===== src/rtl/alu_serial_if.sv =====
// Handshake and operand/result bundle between the control unit and the
// bit-serial ALU sequencer.
//   start    : request, honoured only while the sequencer is idle
//   op       : operation code (AND/OR/ADD/SUB/SLT, others reserved)
//   a, b     : 32-bit operands, captured when a request is accepted
//   busy     : sequencer is not idle
//   done     : one-cycle completion pulse
//   result   : 32-bit result, held until the next completion
//   zero     : result == 0
//   overflow : signed overflow for ADD/SUB
interface alu_serial_if;
  logic        start;
  logic [2:0]  op;
  logic [31:0] a;
  logic [31:0] b;
  logic        busy;
  logic        done;
  logic [31:0] result;
  logic        zero;
  logic        overflow;

  modport master (
    output start, op, a, b,
    input  busy, done, result, zero, overflow
  );

  modport slave (
    input  start, op, a, b,
    output busy, done, result, zero, overflow
  );
endinterface


===== src/rtl/alu_serial_ctrl.sv =====
// Bit-serial 32-bit ALU sequencer. A single 1-bit slice is stepped over bit
// positions 0..31, one per clock, with the inter-bit carry kept in a flop.
// SLT takes one extra fix-up cycle to turn the subtraction into a 0/1 result.
// Ports:
//   clk   : rising-edge clock
//   rst_n : asynchronous active-low reset
//   bus   : alu_serial_if.slave (start/op/a/b in; busy/done/result/zero/overflow out)
//
// state   | meaning
// IDLE    | waiting for start; operands latched on accept
// RUN     | one bit per cycle, cnt = bit being processed
// SLT_FIX | result = sign of (a-b) corrected by overflow
// DONE    | done pulse, result/flags valid
module alu_serial_ctrl (
  input  logic         clk,
  input  logic         rst_n,
  alu_serial_if.slave  bus
);

  localparam logic [2:0] OP_AND = 3'b000;
  localparam logic [2:0] OP_OR  = 3'b001;
  localparam logic [2:0] OP_ADD = 3'b010;
  localparam logic [2:0] OP_SUB = 3'b110;
  localparam logic [2:0] OP_SLT = 3'b111;

  typedef enum logic [1:0] {IDLE, RUN, SLT_FIX, DONE} state_t;

  state_t      state, state_nxt;
  logic [4:0]  cnt;
  logic        carry;
  logic [31:0] a_q, b_q;
  logic [2:0]  op_q;
  logic [31:0] result_sr;
  logic        ovf_q;
  logic [31:0] result_q;
  logic        zero_q;
  logic        overflow_q;

  logic        x, y, c_out, slice, ovf_now, last_bit, op_valid, op_arith, slt_set;
  logic [31:0] sr_nxt, res_run;

  // one slice of the ALU, operating on the current bit position
  always_comb begin
    x       = a_q[cnt];
    y       = b_q[cnt] ^ op_q[2];
    c_out   = (x & y) | (carry & (x ^ y));
    case (op_q)
      OP_AND:  slice = x & y;
      OP_OR:   slice = x | y;
      default: slice = x ^ y ^ carry;
    endcase
    // shift in at the top so bit 0 lands at [0] after 32 shifts
    sr_nxt   = {slice, result_sr[31:1]};
    ovf_now  = carry ^ c_out;
    last_bit = (state == RUN) && (cnt == 5'd31);
    op_arith = (op_q == OP_ADD) || (op_q == OP_SUB);
    op_valid = op_arith || (op_q == OP_AND) || (op_q == OP_OR);
    res_run  = op_valid ? sr_nxt : 32'h0;
    slt_set  = result_sr[31] ^ ovf_q;
  end

  always_ff @(posedge clk or negedge rst_n) begin
    if (!rst_n) state <= IDLE;
    else        state <= state_nxt;
  end

  always_comb begin
    state_nxt = state;
    bus.busy  = 1'b1;
    bus.done  = 1'b0;
    case (state)
      IDLE: begin
        bus.busy = 1'b0;
        if (bus.start) state_nxt = RUN;
      end
      RUN: begin
        if (cnt == 5'd31) state_nxt = (op_q == OP_SLT) ? SLT_FIX : DONE;
      end
      SLT_FIX: state_nxt = DONE;
      DONE: begin
        bus.done  = 1'b1;
        state_nxt = IDLE;
      end
      default: state_nxt = IDLE;
    endcase
  end

  always_ff @(posedge clk or negedge rst_n) begin
    if (!rst_n) begin
      cnt        <= 5'd0;
      carry      <= 1'b0;
      a_q        <= 32'h0;
      b_q        <= 32'h0;
      op_q       <= 3'b000;
      result_sr  <= 32'h0;
      ovf_q      <= 1'b0;
      result_q   <= 32'h0;
      zero_q     <= 1'b0;
      overflow_q <= 1'b0;
    end else begin
      case (state)
        IDLE: begin
          if (bus.start) begin
            a_q   <= bus.a;
            b_q   <= bus.b;
            op_q  <= bus.op;
            cnt   <= 5'd0;
            carry <= bus.op[2];
          end
        end
        RUN: begin
          result_sr <= sr_nxt;
          carry     <= c_out;
          cnt       <= cnt + 5'd1;
          if (last_bit) begin
            ovf_q <= ovf_now;
            // SLT publishes its result from SLT_FIX instead
            if (op_q != OP_SLT) begin
              result_q   <= res_run;
              zero_q     <= (res_run == 32'h0);
              overflow_q <= op_arith & ovf_now;
            end
          end
        end
        SLT_FIX: begin
          result_q   <= {31'b0, slt_set};
          zero_q     <= ~slt_set;
          overflow_q <= 1'b0;
        end
        default: ;
      endcase
    end
  end

  assign bus.result   = result_q;
  assign bus.zero     = zero_q;
  assign bus.overflow = overflow_q;

endmodule

===== src/flat_wrapper.sv =====
// flat-port wrapper written by rule: the top's interface ports become plain ports
module alu_serial_ctrl_flat 
  (clk, rst_n, bus_start, bus_op, bus_a, bus_b, bus_busy, bus_done, bus_result, bus_zero, bus_overflow);
  alu_serial_if bus_i ();
  input  logic clk;
  input  logic rst_n;
  input wire logic [$bits(bus_i.start)-1:0] bus_start;
  input wire logic [$bits(bus_i.op)-1:0] bus_op;
  input wire logic [$bits(bus_i.a)-1:0] bus_a;
  input wire logic [$bits(bus_i.b)-1:0] bus_b;
  output wire logic [$bits(bus_i.busy)-1:0] bus_busy;
  output wire logic [$bits(bus_i.done)-1:0] bus_done;
  output wire logic [$bits(bus_i.result)-1:0] bus_result;
  output wire logic [$bits(bus_i.zero)-1:0] bus_zero;
  output wire logic [$bits(bus_i.overflow)-1:0] bus_overflow;
  assign bus_i.start = bus_start;
  assign bus_i.op = bus_op;
  assign bus_i.a = bus_a;
  assign bus_i.b = bus_b;
  assign bus_busy = bus_i.busy;
  assign bus_done = bus_i.done;
  assign bus_result = bus_i.result;
  assign bus_zero = bus_i.zero;
  assign bus_overflow = bus_i.overflow;
  alu_serial_ctrl u_core (.clk(clk), .rst_n(rst_n), .bus(bus_i));
endmodule

===== config.mk =====
export PLATFORM = sky130hd
export DESIGN_NAME = alu_serial_ctrl_flat
export DESIGN_NICKNAME = d
export VERILOG_FILES = /design/src/rtl/alu_serial_if.sv /design/src/rtl/alu_serial_ctrl.sv /design/src/flat_wrapper.sv
export SDC_FILE = /design/constraint.sdc
export NUM_CORES = 1
export LEC_CHECK = 0
export CAP_MARGIN = 10
export CORE_ASPECT_RATIO = 0.8
export CORE_UTILIZATION = 45
export CTS_CLUSTER_SIZE = 8
export DETAILED_ROUTE_END_ITERATION = 16
export HOLD_SLACK_MARGIN = 0.1
export MAX_ROUTING_LAYER = met4
export PLACE_DENSITY = 0.66
export SYNTH_ARGS = -nofsm -noshare
export SYNTH_HDL_FRONTEND = slang
export SYNTH_SLANG_ARGS = --single-unit

===== constraint.sdc =====
create_clock -name clk -period 6.1 [get_ports clk]
set_clock_uncertainty 0.2 [all_clocks]
set_input_delay 1.83 -clock clk [delete_from_list [all_inputs] [get_ports clk]]
set_output_delay 1.83 -clock clk [all_outputs]
set_load 0.02 [all_outputs]

==> flow_metrics.env <==
export IMPL_synth_edf_count=0
export IMPL_synth_area_leaders="dfrtp_1, mux2_2, nand2_1"
export IMPL_io_pins=106
export IMPL_antenna_found_initial=0
export IMPL_grt_usage=0.1987
export IMPL_cts_tree="built"
export IMPL_post_cts_buffers=0
export IMPL_cts_max_level=4
export IMPL_synth_distinct_cells=40
export IMPL_setup_tns_ns=0
export IMPL_drtIter0Drc=238
export IMPL_dr_pass1_iters=4
export IMPL_clk_pin_slew_ns=0.05
export IMPL_hold_path_end="u_core.bus.result[3]"
export IMPL_post_synth_top_count_cell="dfrtp_1"
export IMPL_yosysTopAreaCell="dfrtp_1"
export IMPL_fin_crit_ns=3.991
export IMPL_hold_violations=0
export IMPL_dp_hpwl_um=8595
export IMPL_globalRoute_totalOverflow=0
export IMPL_drive_gt1_frac=0.2206
export IMPL_final_period_utilization=0.6543
export IMPL_die_h_um=107.6
export IMPL_fmax_ghz=0.2505
export IMPL_antenna_cells=0
export IMPL_root_buffer="clkbuf_16"
export IMPL_critPathMaxFanout=6
export IMPL_fill_cells=1135
export IMPL_worstSkewPairLatency_ns=0.42
export IMPL_grt_max_degree=107
export IMPL_rrSetupSlack_ns=2.60
export IMPL_drv_cap=0
export IMPL_p_leak_nw=3.618
export IMPL_synthFlopType="dfrtp_1"
export IMPL_drc_errors=0
export IMPL_slew_headroom=0.2174
export IMPL_totalWireLength_um=12560
export IMPL_async_flop_share=1.000
export IMPL_end_kind="primary output"
export IMPL_slew_violations=0
export IMPL_io_buffers=105
export IMPL_syn_nets=580
export IMPL_hold_depth=2
export IMPL_holdWs_ns=0.2639
export IMPL_synth_avg_cell_area_um2=12.51
export IMPL_routedWlPerCell_um=15.85
export IMPL_core_rowCount=38
export IMPL_cts_resized_gates=0
export IMPL_ys_top_cells_by_count="dfrtp_1, mux2_2, nand2_1"
export IMPL_yosysWarnings=0
export IMPL_crit_type="flip-flop to primary output"
export IMPL_rsz0062_at_grt="false"
export IMPL_synth_seq_cells=141
export IMPL_arrival_ns=1.96
export IMPL_grt_pass1_wl_um=21250
export IMPL_placed_area_um2=7436
export IMPL_vdd_ir_drop_max_uv=273.9
export IMPL_area_growth_pct=28.37
export IMPL_ys_seq_area_frac=0.5630
export IMPL_hp_class="flip-flop to flip-flop"
export IMPL_grt_pass1_vias=4300
export IMPL_r2r_end="u_core.bus.overflow"
export IMPL_vias=4152
export IMPL_min_from="u_core.bus.result[3]"
export IMPL_synth_cells=501
export IMPL_tightest_slew_ns=1.174
export IMPL_die_w_um=133.9
export IMPL_cts_made_buffers=17
export IMPL_initial_core_util=0.4609
export IMPL_avgViaCountPerCell=5.242
export IMPL_hold_buffers=0
export IMPL_antenna_left=0
export IMPL_fp_coreArea_um2=13600
export IMPL_worstReg2RegStart="u_core.cnt[0]"
export IMPL_synth_top_area_share=0.5630
export IMPL_netlist_area_um2=6267
export IMPL_startpoint_type="flip-flop"
export IMPL_multi_input_area_um2=2562
export IMPL_clkSinkCount=141
export IMPL_critical_path_required_ns=4.07
export IMPL_nets=680
export IMPL_power_density_nw_per_um2=526.5
export IMPL_setup_viol=0
export IMPL_gp_congestion=0.7228
export IMPL_stdcell_area_um2=8045
export IMPL_rr_worst_depth=7
export IMPL_dieArea_um2=14410
export IMPL_status="completed"
export IMPL_clock_path_buffers=2
export IMPL_ff_latch_area_um2=3528
[final cells by class]
class,instances,area share
Timing Repair Buffer,110,0.1355
Tap cell,180,0.02799
Sequential cell,141,0.4386
Clock inverter,6,0.01337
Multi-Input combinational cell,323,0.3185
Clock buffer,24,0.06236
Inverter,8,0.003733
[per-stage QoR]
step / power, mW / utilization / setup slack, ns / std cells
2_1_floorplan: 2.762 / - / 3.094 / 501
3_3_place_gp: 3.157 / 0.5468 / 2.051 / 762
3_5_place_dp: 3.217 / 0.5468 / 1.960 / 762
4_1_cts: 4.294 / 0.5916 / 2.095 / 792
5_1_grt: 4.527 / 0.5916 / 2.036 / 792
6_report: 4.236 / 0.5916 / 2.109 / 792
[worst max-delay path: stages, from the launching register on]
cell and delay, ns:
dfrtp_1 0.39, inv_1 0.11, ha_1 0.29, inv_1 0.13
clkdlybuf4s50_1 0.63
[flip-flops by register name, summed over array words and instances, names as in the netlist]
signal / flops
u_core.a_q: 32
u_core.b_q: 32
u_core.bus.result: 32
u_core.result_sr: 31
u_core.cnt: 5
u_core.op_q: 3
u_core.state: 2
u_core.bus.overflow: 1
u_core.bus.zero: 1
u_core.carry: 1
u_core.ovf_q: 1
[placed cells by master (no fill, tap or decap), types with 3 or more instances in the layout]
cell             count
mux2_2              98
nand2_1             85
nand3_1             40
a21oi_1              6
buf_4                5
dfrtp_1            141
nor2_1               6
mux4_1               7
clkbuf_8             5
a311oi_1             3
bufinv_16            3
clkdlybuf4s50_1    104
nand4_1              3
mux2i_1             18
a22oi_1              4
and3_1               3
clkbuf_16           17
ha_1                 8
o21ai_0              4
inv_1                8
a22o_1               4
nor4_1               7
[logic make-up (layout without fill, tap and decap cells)]
group | Yosys count | count (layout) | synth area share
mux | 124 | 124 | 0.2378
compound gates | 31 | 31 | 0.03494
flops | 141 | 141 | 0.5630
simple gates | 155 | 155 | 0.1104
fa+ha+maj | 9 | 9 | 0.01917
buf+inv | 37 | 148 | 0.02915
xor+xnor | 4 | 4 | 0.005591
[layer usage]
metal  track usage  up-vias  wire length (µm)
met5             -        -                 0
met2        0.3001       85              5815
met1        0.2625     2072              6151
li1              -     1982                 -
met3       0.04473       13               421
met4       0.07630        0               168
[where the power goes]
part           switching (mW)  total (mW)  internal (mW)
Combinational           0.823        1.62          0.798
Sequential              0.251        1.56           1.31
Clock                   0.366        1.06          0.691
Total                    1.44        4.24           2.80
[worst max path at each step]
stage / end / slack, ns / startpoint
2_1_floorplan: u_core.b_q[10] / 3.09 / bus_start
3_3_place_gp: u_core.b_q[12] / 2.05 / bus_start
3_5_place_dp: u_core.a_q[15] / 1.96 / bus_start
4_1_cts: bus_busy / 2.09 / u_core.state[0]
5_1_grt: bus_busy / 2.04 / u_core.state[0]
6_report: bus_busy / 2.11 / u_core.state[0]
Power figures use the tool's default switching activity.
